<file path="config.mk">
export PLATFORM = sky130hd
export DESIGN_NAME = tv80_mem_bridge
export DESIGN_NICKNAME = d
export VERILOG_FILES = /design/src/rtl/tv80_mem_bridge.sv
export SDC_FILE = /design/constraint.sdc
export NUM_CORES = 1
export LEC_CHECK = 0
export BUFFER_PORTS_ARGS = -buffer_cell sky130_fd_sc_hd__buf_2
export CAP_MARGIN = 20
export CORE_UTILIZATION = 45
export CTS_BUF_LIST = sky130_fd_sc_hd__clkbuf_8 sky130_fd_sc_hd__clkbuf_16
export CTS_CLUSTER_DIAMETER = 30
export DETAILED_ROUTE_END_ITERATION = 8
export PLACE_DENSITY = 0.76
export REMOVE_ABC_BUFFERS = 1
export SYNTH_ARGS = -nofsm -noshare
export SYNTH_HDL_FRONTEND = slang
export SYNTH_SLANG_ARGS = --single-unit
</file>
<file path="constraint.sdc">
create_clock -name clk -period 3.3 [get_ports clk]
set_input_delay 0 -clock clk [delete_from_list [all_inputs] [get_ports clk]]
set_output_delay 0 -clock clk [all_outputs]
set_load 0.005 [all_outputs]
</file>
<file path="src/rtl/tv80_mem_bridge.sv">
// tv80_mem_bridge: adapts the tv80s CPU bus to a synchronous single-port RAM.
// Optional macro TV80_BRIDGE_IO_WINDOW_EN maps I/O ports into RAM page IO_PAGE.
`default_nettype none

module tv80_mem_bridge #(
  parameter int         WAIT_STATES = 1,
  parameter logic [7:0] IO_PAGE     = 8'h10
) (
  input  logic        clk,
  input  logic        reset_n,
  input  logic [15:0] cpu_a,
  input  logic [7:0]  cpu_do,
  input  logic        mreq_n,
  input  logic        iorq_n,
  input  logic        rd_n,
  input  logic        wr_n,
  input  logic        m1_n,
  output logic [7:0]  cpu_di,
  output logic        wait_n,
  output logic [15:0] ram_addr,
  output logic [7:0]  ram_wdata,
  output logic        ram_re,
  output logic        ram_we,
  input  logic [7:0]  ram_rdata,
  output logic        busy
);

  typedef enum logic [2:0] {
    S_IDLE  = 3'd0,
    S_ISSUE = 3'd1,
    S_DATA  = 3'd2,
    S_WAIT  = 3'd3,
    S_HOLD  = 3'd4
  } state_t;

  localparam logic [2:0] c_WAIT = 3'(WAIT_STATES);

`ifdef TV80_BRIDGE_IO_WINDOW_EN
  localparam logic c_IO_WIN = 1'b1;
`else
  localparam logic c_IO_WIN = 1'b0;
`endif

  state_t      r_state;
  state_t      w_next;
  logic [15:0] r_addr;
  logic [7:0]  r_wdata;
  logic [7:0]  r_di;
  logic        r_wr;
  logic [2:0]  r_cnt;

  logic w_rw;
  logic w_mem;
  logic w_io;
  logic w_inta;

  // Memory wins when MREQ and IORQ are both low; refresh has no strobe and is ignored.
  assign w_rw   = !rd_n || !wr_n;
  assign w_mem  = !mreq_n && w_rw;
  assign w_io   = mreq_n && !iorq_n && m1_n && w_rw;
  assign w_inta = mreq_n && !iorq_n && !m1_n;

  always_ff @(posedge clk or negedge reset_n) begin
    if (!reset_n) begin
      r_state <= S_IDLE;
    end else begin
      r_state <= w_next;
    end
  end

  always_comb begin
    w_next = r_state;
    ram_re = 1'b0;
    ram_we = 1'b0;
    wait_n = 1'b1;
    busy   = 1'b1;
    case (r_state)
      S_IDLE: begin
        busy = 1'b0;
        if (w_mem) begin
          w_next = S_ISSUE;
        end else if (w_inta) begin
          w_next = S_HOLD;
        end else if (w_io) begin
          w_next = c_IO_WIN ? S_ISSUE : S_HOLD;
        end
      end
      S_ISSUE: begin
        // Strobes are a pure state decode so an async reset kills them instantly.
        ram_re = !r_wr;
        ram_we = r_wr;
        wait_n = 1'b0;
        w_next = S_DATA;
      end
      S_DATA: begin
        wait_n = 1'b0;
        w_next = (c_WAIT != 3'd0) ? S_WAIT : S_HOLD;
      end
      S_WAIT: begin
        wait_n = 1'b0;
        if (r_cnt <= 3'd1) begin
          w_next = S_HOLD;
        end
      end
      S_HOLD: begin
        if (mreq_n && iorq_n) begin
          w_next = S_IDLE;
        end
      end
      default: begin
        w_next = S_IDLE;
      end
    endcase
  end

  always_ff @(posedge clk or negedge reset_n) begin
    if (!reset_n) begin
      r_addr  <= 16'h0000;
      r_wdata <= 8'h00;
      r_wr    <= 1'b0;
      r_di    <= 8'hFF;
      r_cnt   <= 3'd0;
    end else begin
      case (r_state)
        S_IDLE: begin
          if (w_mem || w_io) begin
            r_addr  <= w_mem ? cpu_a : {IO_PAGE, cpu_a[7:0]};
            r_wdata <= cpu_do;
            r_wr    <= !wr_n;
            // Unmapped I/O reads float high.
            if (w_io && !c_IO_WIN && wr_n) begin
              r_di <= 8'hFF;
            end
          end else if (w_inta) begin
            r_di <= 8'hFF;
          end
        end
        S_DATA: begin
          if (!r_wr) begin
            r_di <= ram_rdata;
          end
          r_cnt <= c_WAIT;
        end
        S_WAIT: begin
          r_cnt <= r_cnt - 3'd1;
        end
        default: begin
        end
      endcase
    end
  end

  assign cpu_di    = r_di;
  assign ram_addr  = r_addr;
  assign ram_wdata = r_wdata;

endmodule

`default_nettype wire

</file>
**Word-level counts from Yosys, hierarchy flattened**

Index checks and enable logic that the tools add are counted.

- Output and inout bits: 36
- Input port bits: 39
- Register bits after elaboration: 39

- Magnitude comparators: 1
- Add/sub/neg operators: 1
- Reductions and logical operators: 22
- Muxes and demuxes: 17
- Equal/unequal tests: 10

Operators with widths:

| cell | number |
|---|---|
| $mux W8 | 4 |
| $mux W16 | 1 |
| $pmux W8 S2 | 1 |
| $mux W3 | 5 |
| $pmux W3 S5 | 1 |
| $logic_and A1 B1 Y1 | 7 |
| $eq A3 B2 Y1 const B | 2 |
| $logic_not A1 Y1 | 6 |
| $ne A2 B2 Y1 const B | 3 |
| $ne A3 B3 Y1 const B | 2 |
| $pmux W3 S2 | 1 |
| $mux W1 | 4 |
| $ne A4 B4 Y1 const B | 1 |
| $reduce_and A4 Y1 | 1 |
| $reduce_bool A2 Y1 | 2 |
| $eq A3 B1 Y1 const B | 1 |
| $eq A3 B3 Y1 const B | 1 |
| $le A3 B1 Y1 const B | 1 |
| $logic_not A3 Y1 | 1 |
| $reduce_and A3 Y1 | 1 |
| $reduce_or A3 Y1 | 1 |
| $sub A3 B1 Y3 const B | 1 |
| $logic_or A1 B1 Y1 | 2 |
| $reduce_and A2 Y1 | 1 |

**Longest topological paths before layout**

Gate-level depths: netlist of the first run.

- Depth after elaboration: 8
- Gate-level depth with buffers: 7

**Least setup slack after synthesis of the first run**

OpenSTA, ideal clock, no wires.

- Path type: register to register
- Start point: register r_state[1]
- End point: register r_di[0], in the netlist cpu_di[0]
- Data arrival time: 1.654 ns
- Cell stages (with the launch flop): 5
- Required time: 3.218 ns
- Slack: 1.564 ns
- Period minus slack after synthesis: 1.736 ns
- Cells stage by stage: dfrtp_1 > buf_2 > a211o_1 > a211oi_2 > mux2_2

- Cells in the longest elaborated chain, start to end: 3
- Elaborated cells on any way between the ends: 8
- Those cells by class: eq/ne: 4; mux: 1; reduce/logical: 3

RTL lines:

| what | RTL line | RTL |
|---|---|---|
| start: declaration | 44 | `state_t r_state;` |
| start signal: assignment | 67 | `r_state <= w_next;` |
| $eq A3 B2 Y1 or $logic_not A3 Y1 (tied branches) | 124 | `case (r_state)` |
| $ne A2 B2 Y1 (no line) (tied with other cells) | n/a |  |
| $reduce_and A4 Y1 (no line) | n/a |  |
| end signal: assignment | 140 | `r_di <= ram_rdata;` |
| end: declaration | 48 | `logic [7:0] r_di;` |

Parallel ways exist; a longest one is shown, timed or not.
A chain may end at the register's enable or synchronous reset.

**Final worst setup path of the first run**

- Start point: register r_state[2]
- End point: register r_addr[12], in the netlist ram_addr[12]

- Cells in the longest elaborated chain, start to end: 2

RTL lines:

| what | RTL line | RTL |
|---|---|---|
| $logic_not A3 Y1 | 124 |  |
| $reduce_and A2 Y1 (no line) | n/a |  |
| end signal: assignment | 127 | `r_addr <= w_mem ? cpu_a : {IO_PAGE, cpu_a[7:0]};` |
| end: declaration | 46 | `logic [15:0] r_addr;` |

Every way passes these cells.

==> results of run 1 <==
-- final timing paths --
path,start,endpoint,slack [ns],depth (start not counted)
max reg2reg,r_state[2],ram_addr[12],1.40,3
max in group asynchronous,reset_n,ram_wdata[6],2.42,2
max,r_state[2],ram_addr[12],1.40,3
min,ram_rdata[2],cpu_di[2],0.02,3
min reg2reg,ram_addr[9],ram_addr[9],0.50,1
min in group asynchronous,reset_n,ram_addr[14],0.36,2
-- per-stage QoR --
stage / power [uW] / area (sq um) / hold slack, ns
after floorplan: 1373 / 1693 / -0.2956
after global placement: 1682 / 2123 / 0.1599
after detailed placement: 1707 / 2123 / 0.1572
after CTS: 2081 / 2474 / 0.01136
after global routing: 2217 / 2474 / 0.01665
final: 2075 / 2474 / 0.01652
-- kinds of logic (layout without fill, tap and decap cells) --
kind of cell	after synthesis	count (layout)	synth area share
multiplexers	25	25	0.1615
buffers and inverters	13	113	0.04163
AND/OR/NAND/NOR	26	26	0.09477
flip-flops	39	39	0.5657
AO/OA/AOI/OAI	25	25	0.1221
adder cells (fa/ha/maj)	2	2	0.01436
-- flip-flops by register name, summed over array words and instances, names as in the netlist --
signal / count
ram_wdata: 8
r_cnt: 3
cpu_di: 8
r_wr: 1
r_state: 3
ram_addr: 16
-- routing by layer --
metal / global-route usage / vias up
met5: 0 / -
met4: 0.1028 / 0
met3: 0.07857 / 9
met2: 0.3205 / 55
met1: 0.2585 / 675
li1: - / 663
-- power breakdown --
group	leakage, uW	internal (uW)	switching [uW]
logic	0.000656	487	350
registers	0.000460	730	158
clock network	0.0000557	188	162
-- final cells by class --
class,count,area (sq um)
inverter,6,22.52
clock inverter,1,3.754
tap,48,60.06
timing repair buffer,99,620.6
fill,289,1215
clock buffer,7,96.34
multi-input combinational,78,684.4
sequential,39,985.9
-- cell usage in the layout, fill, tap and decap left out, types with 3 or more instances in the layout --
master         instances
buf_2                 74
dfrtp_1               31
mux2_2                25
dlygate4sd3_1         25
a22o_1                 8
dfstp_2                8
inv_1                  7
nand2b_1               7
clkbuf_8               7
o21ai_0                4
nand2_1                3
or2b_1                 3
-- critical path, cell delays in order (launching register included) --
cell and delay, ns:
dfrtp_1 0.49, a2111oi_4 0.41, nor2b_1 0.65, a22oi_1 0.19
-- repair_timing --
action | in CTS | in global routing
setup endpoints to repair | 0 | 0
endpoints found under the hold margin | 55 | 0
gates resized for setup | 0 | 0
hold buffers | 25 | 0
==> run_results.csv, run 1 <==
group,metric,value,unit
outcome,outcome,"completed",
routing,route.met2.wl,1780,um
floorplanning,die_area,0.004126,sq mm
synth,synth_area_leader_cell,"dfrtp_1",
floorplanning,die_h,64.24,um
clocking,cts_tree,"done",
synth,synth_top_area_share,0.4451,
synth,syn_area,0.001743,sq mm
timing,tightest_slew,0.8282,ns
cells_and_area,final_core_util,0.6706,
routing,routedWlPerCell,14.05,um
synth,ys_types,35,
floorplanning,ios,75,
floorplanning,core,0.003689,sq mm
timing,skew,0.004265,ns
synth,synth.avg_cell_area,13.41,sq um
routing,wl,3906,um
place,port_buffers,74,
worst_setup_path,critPathCaptureType,"register",
synth,synth_edf_count,0,
routing,drc,0,
timing,rsz0062_at_grt,"no",
routing,ant_nets,0,
timing,finalHoldViolCount,0,
routing,drtIter0Drc,40,
timing,fmax,526.0,MHz
worst_setup_path,cp.required,3.44,ns
timing,fin_crit,1.901,ns
clocking,cts_setup_buffers,0,
clocking,ctsLongestPathBuffers,2,
synth,seq_area_frac_synth,0.5657,
timing,tns,0,ns
synth,synth.area.top_cells,"dfrtp_1 45%, mux2_2 16%, dfstp_2 12%",
routing,vias_per_cell,5.043,
timing,relSlewSlack,0.4479,
place,place.gp.congestion,0.8601,
synth,syn-instance-count,130,
place,dp_hpwl,2437,um
cells_and_area,final_cells,278,
power,peakVddDrop,0.5317,mV
routing,drt-met1-wl,1753,um
worst_setup_path,crit_path_start_kind,"register",
clocking,clk_pin_slew,0.07,ns
global_route,grt_usage,0.2089,
global_route,overflow,0,
synth,synthMostInstantiatedCell,"dfrtp_1",
floorplanning,num_rows,22,
routing,dr_wl_met3,285,um
global_route,grt_antenna_before_repair,0,
worst_setup_path,cp_max_fo,10,
clocking,htreeDepth,2,
place,pre_cts_ws,1.426,ns
min_path,hp-class,"primary input to register",
clocking,numCtsBuffers,5,
clocking,insertion_delay,0.29,ns
global_route,grt_pass1_wl,6334,um
job,maxCapViolCount,0,
clocking,root_buffer,"clkbuf_8",
power,p_per_area,838.8,mW/mm^2
global_route,grt_pass1_vias,1420,
place,dp_cells,245,
timing,drv_slew,0,
timing,setup_viol,0,
cells_and_area,n_antenna_cell,0,
power,cellLeakagePower,0.001171,uW
worst_setup_path,path_class,"register to register",
floorplanning,fp.dieW,64.24,um
synth,ys.warnings.count,0,
routing,drt_pass1_iterations,4,
synth,async_flop_share,1.000,
worst_setup_path,crit_arrival,2.04,ns
cells_and_area,finalNetCount,270,
cells_and_area,area_delta_synth_final,41.92,%
global_route,grt_max_degree,40,
cells_and_area,drive_above_1_share,0.5174,
timing,setup_ws,1.399,ns
synth,synthTopCellsByCount,"31 x dfrtp_1, 25 x mux2_2, 8 x a22o_1, 8 x dfstp_2, 7 x nand2b_1",
routing,highest_layer,"met4",
synth,ys_seq_elements,39,
clocking,cts.sinks,39,
synth,synth_top_flop_cell,"dfrtp_1",
routing,num_vias,1402,
timing,period_share,0.5761,
floorplanning,start_util,0.4725,
(Power assumes the default switching activity.)
==> inputs of run 2 (changes only) <==
- ABC_AREA: not set -> 1
- CORE_UTILIZATION: 45 -> 43
- clock period: 3.3 -> 1.6 ns (I/O delays scaled with it)
==> run_results.csv, run 2 <==
group,metric,value,unit
routing,wl,4365,um
synth,synth_area_leader_cell,"dfrtp_1",
synth,synth.avg_cell_area,8.752,sq um
synth,ys_seq_elements,39,
floorplanning,start_util,0.4485,
synth,ys_types,28,
timing,period_share,0.8875,
place,place.gp.congestion,0.7840,
floorplanning,die_h,66.60,um
synth,synth_edf_count,0,
worst_setup_path,crit_chain,"nor3_1 > o21ai_0 > o21ai_0 > nor2_1",
global_route,overflow,0,
synth,synth_top_area_share,0.4324,
worst_setup_path,max_stage_delay,0.48,ns
outcome,outcome,"completed",
worst_setup_path,path_class,"register to register",
clocking,cts_tree,"done",
cells_and_area,largest_reg_flops,16,
clocking,cts_hold_buf,26,
timing,tns,0,ns
global_route,grt_pass1_wl,7383,um
clocking,insertion_delay,0.29,ns
worst_setup_path,crit_slowest_cell,"dfrtp_1",
job,maxCapViolCount,0,
routing,num_vias,1701,
power,cellLeakagePower,0.001411,uW
place,dp_hpwl,2909,um
synth,async_flop_share,1.000,
cells_and_area,drive_above_1_share,0.3878,
synth,synth.area.top_cells,"dfrtp_1 43%, nand2_1 19%, dfstp_2 12%",
timing,finalHoldViolCount,0,
clocking,ctsLongestPathBuffers,2,
global_route,grt_usage,0.2243,
timing,fin_crit,1.420,ns
cells_and_area,final_area,0.002594,sq mm
cells_and_area,final_common_cell,"nand2_1",
clocking,numCtsBuffers,5,
clocking,clk_pin_slew,0.07,ns
cells_and_area,mostFrequentLayoutCells,"91 x nand2_1, 74 x buf_2, 31 x dfrtp_1, 26 x dlygate4sd3_1, 12 x nand3_1",
global_route,grt_max_degree,27,
clocking,post_cts_resized,0,
worst_setup_path,crit_path_start_kind,"register",
cells_and_area,n_antenna_cell,0,
global_route,grt_pass1_vias,1660,
cells_and_area,finalNetCount,352,
routing,drt_pass1_iterations,4,
routing,routedWlPerCell,12.06,um
place,dp_cells,328,
worst_setup_path,cp.required,1.78,ns
clocking,root_buffer,"clkbuf_8",
routing,vias_per_cell,4.699,
timing,skew,0.004098,ns
timing,tightest_slew,0.4163,ns
routing,drtIter0Drc,52,
timing,setup_viol,0,
timing,relSlewSlack,0.7225,
clocking,htreeDepth,2,
synth,syn-instance-count,205,
clocking,cts_setup_buffers,0,
place,post_dp_cell_area,0.002216,sq mm
place,port_buffers,74,
synth,seq_area_frac_synth,0.5495,
floorplanning,die_area,0.004435,sq mm
synth,synthTopCellsByCount,"91 x nand2_1, 31 x dfrtp_1, 12 x nand3_1",
synth,syn_area,0.001794,sq mm
timing,fmax,704.2,MHz
timing,drv_slew,0,
synth,ys.warnings.count,0,
floorplanning,core,0.004000,sq mm
floorplanning,ios,75,
power,p_per_area,1768,mW/mm^2
synth,synthMostInstantiatedCell,"nand2_1",
cells_and_area,area_delta_synth_final,44.56,%
worst_setup_path,crit_arrival,1.60,ns
global_route,grt_antenna_before_repair,0,
floorplanning,num_rows,23,
worst_setup_path,cp_max_fo,6,
cells_and_area,final_cells,362,
timing,rsz0062_at_grt,"no",
min_path,hp-class,"primary input to register",
routing,ant_nets,0,
synth,synth_top_flop_cell,"dfrtp_1",
routing,drc,0,
clocking,cts.sinks,39,
floorplanning,fp.dieW,66.60,um
timing,hold_ws,0.02677,ns
power,peakVddDrop,0.8984,mV
worst_setup_path,cp_common_cell,"o21ai_0",
worst_setup_path,critPathCaptureType,"register",
run 2: worst paths after layout:
kind	start	to	slack, ns	cells after the start
max in group asynchronous	reset_n	cpu_di[1]	0.84	3
min in group asynchronous	reset_n	r_cnt[0]	0.17	2
setup / recovery	r_state[2]	r_state[2]	0.18	4
setup reg to reg	r_state[2]	r_state[2]	0.18	4
hold reg to reg	cpu_di[5]	cpu_di[5]	0.46	2
hold / removal	ram_rdata[6]	cpu_di[6]	0.03	4
run 2: cell families (layout without fill, tap and decap cells):
kind of cell,count (synthesis),count (layout),synth area share
AO/OA/AOI/OAI,9,9,0.02719
buffers and inverters,17,124,0.04602
adder cells (fa/ha/maj),2,2,0.01394
AND/OR/NAND/NOR,137,137,0.3584
XOR/XNOR,1,1,0.004882
flip-flops,39,39,0.5495
run 2: power breakdown:
group          total, uW  switching [uW]  internal, uW
registers           1820             288          1540
clock network        844             340           504
logic               1920            1090           825
run 2: area by class of cell:
class                           count  area [sq um]
Fill cell                         325          1406
Sequential cell                    39         985.9
Multi-Input combinational cell    149         725.7
Timing Repair Buffer              102         645.6
Clock buffer                        6         82.58
Tap cell                           50         62.56
Inverter                           14         56.30
Clock inverter                      2         35.03
run 2: worst max-delay path: cells and delay by family, from the launching register on:
kind,cells,cell delay (ns)
flip-flops,1,0.48
AND/OR/NAND/NOR,2,0.43
AO/OA/AOI/OAI,2,0.40
run 2: layer usage:
metal,share of wire,vias up,wire length [um],global-route usage
met3,0.066,6,290,0.07021
met5,0,-,0,0
met1,0.43,779,1865,0.2838
met4,0.011,0,48,0.06649
li1,-,849,-,-
met2,0.50,67,2161,0.3649
run 2: metrics by stage:
step | power (uW) | setup slack (ns) | util
floorplan | 2960 | 0.4241 | -
global placement | 3643 | 0.2875 | 0.5540
detailed placement | 3711 | 0.2295 | 0.5540
CTS | 4618 | 0.1857 | 0.6484
global route | 5007 | 0.05841 | 0.6484
finish | 4586 | 0.1799 | 0.6484
==> inputs of run 3 (changes only) <==
- BUFFER_PORTS_ARGS: -buffer_cell sky130_fd_sc_hd__buf_2 -> not set
- CORE_MARGIN: not set -> 1.5
- CORE_UTILIZATION: 43 -> 45
- DONT_BUFFER_PORTS: not set -> 1
- GPL_ROUTABILITY_DRIVEN: not set -> 0
- PLACE_DENSITY: 0.76 -> not set
==> run_results.csv, run 3 (same netlist as run 2, synthesis figures left out) <==
group,metric,value,unit
outcome,outcome,"completed",
timing,finalHoldViolCount,0,
worst_setup_path,critPathTopFamily,"simple AND/OR/NAND/NOR gates",
routing,num_vias,1492,
clocking,clk_pin_slew,0.07,ns
cells_and_area,mostFrequentLayoutCells,"91 x nand2_1, 36 x dlygate4sd3_1, 31 x dfrtp_1, 12 x nand3_1",
cells_and_area,drive_above_1_share,0.1829,
clocking,cts.sinks,39,
worst_setup_path,crit_arrival,1.60,ns
clocking,cts_setup_buffers,0,
cells_and_area,largest_reg_flops,16,
timing,rsz0062_at_grt,"no",
routing,drc,0,
cells_and_area,final_common_cell,"nand2_1",
clocking,ctsLongestPathBuffers,2,
timing,tightest_slew,0.3406,ns
global_route,grt_antenna_before_repair,0,
timing,period_share,0.8634,
power,p_per_area,1768,mW/mm^2
routing,routedWlPerCell,14.36,um
worst_setup_path,crit_slowest_cell,"dfrtp_1",
floorplanning,die_area,0.004375,sq mm
worst_setup_path,path_class,"register to register",
timing,drv_slew,0,
power,cellLeakagePower,0.001135,uW
worst_setup_path,critPathCaptureType,"register",
place,pre_cts_ws,0.2262,ns
routing,ant_nets,0,
min_path,hp-class,"primary input to register",
timing,relSlewSlack,0.7705,
timing,tns,0,ns
worst_setup_path,crit_chain,"inv_2 > nand2_2 > nor2_4 > nand2_4 > inv_4 > nor2_1 > nor2_1",
floorplanning,ios,75,
worst_setup_path,cp.required,1.82,ns
worst_setup_path,cp_max_fo,26,
worst_setup_path,cp_common_cell,"nor2_1",
global_route,grt_pass1_vias,1636,
global_route,grt_max_degree,40,
routing,wl,4221,um
cells_and_area,finalNetCount,287,
place,port_buffers,0,
place,dp_hpwl,2769,um
timing,fmax,723.9,MHz
place,dp_cells,250,
power,peakVddDrop,0.9217,mV
clocking,root_buffer,"clkbuf_8",
global_route,grt_pass1_wl,7113,um
cells_and_area,area_delta_synth_final,27.96,%
worst_setup_path,crit_path_start_kind,"register",
global_route,overflow,0,
timing,skew,0.004398,ns
clocking,htreeDepth,2,
clocking,cts_tree,"done",
cells_and_area,final_cells,294,
timing,setup_ws,0.2186,ns
worst_setup_path,critical_path_buf_inv_count,2,
job,maxCapViolCount,0,
clocking,numCtsBuffers,5,
floorplanning,start_util,0.4793,
cells_and_area,n_antenna_cell,0,
clocking,post_cts_resized,0,
timing,fin_crit,1.381,ns
floorplanning,fp.dieW,66.15,um
routing,vias_per_cell,5.075,
power,finalPower,4058,uW
cells_and_area,final_core_util,0.6133,
clocking,insertion_delay,0.29,ns
routing,drtIter0Drc,69,
floorplanning,num_rows,22,
floorplanning,die_h,66.15,um
worst_setup_path,max_stage_delay,0.44,ns
global_route,grt_usage,0.2184,
routing,drt_pass1_iterations,4,
floorplanning,core,0.003744,sq mm
timing,setup_viol,0,
-- run 3: cell type report --
type                            count  area (sq um)
Inverter                           14         56.30
Clock buffer                        6         82.58
Clock inverter                      1         5.005
Tap cell                           48         60.06
Timing Repair Buffer               37         380.4
Multi-Input combinational cell    149         725.7
Sequential cell                    39         985.9
Fill cell                         326          1448
-- run 3: timing repair --
action,4_1_cts,5_1_grt
hold buffers,37,0
endpoints found under the setup margin,0,0
endpoints found under the hold margin,73,0
-- run 3: power by group --
| group | internal, uW | switching [uW] |
|---|---|---|
| Sequential | 1540 | 400 |
| Clock | 338 | 329 |
| Combinational | 543 | 906 |
| Total | 2420 | 1630 |
-- run 3: worst paths after layout --
kind	slack, ns	endpoint	cells past startpoint	from
worst max-delay path	0.22	ram_addr[12]	7	r_state[0]
worst min-delay path	0.05	ram_addr[11]	5	mreq_n
worst max register to register	0.22	ram_addr[12]	7	r_state[0]
worst min register to register	0.47	cpu_di[1]	2	cpu_di[1]
max in group asynchronous	1.17	cpu_di[4]	2	reset_n
min in group asynchronous	0.16	r_cnt[2]	2	reset_n
-- run 3: per-stage QoR --
step                      area [sq um]  hold WS [ns]
after detailed placement          1828       -0.2943
after floorplan                   1768       -0.2956
after global placement            1828       -0.2944
final                             2296       0.04858
after global routing              2296       0.06078
after CTS                         2296       0.04245
-- run 3: per-layer routing --
layer	track usage	wire [um]	vias to the layer above
li1	-	-	717
met1	0.2634	1772	710
met2	0.3613	2107	57
met3	0.06985	283	8
met4	0.08673	58	0
met5	0	0	-
-- run 3: tightest hold or removal path: stages --
cell     delay, ns
inv_2         0.04
nand2_4       0.10
nor2_4        0.07
nand2_1       0.05
nand2_1       0.04
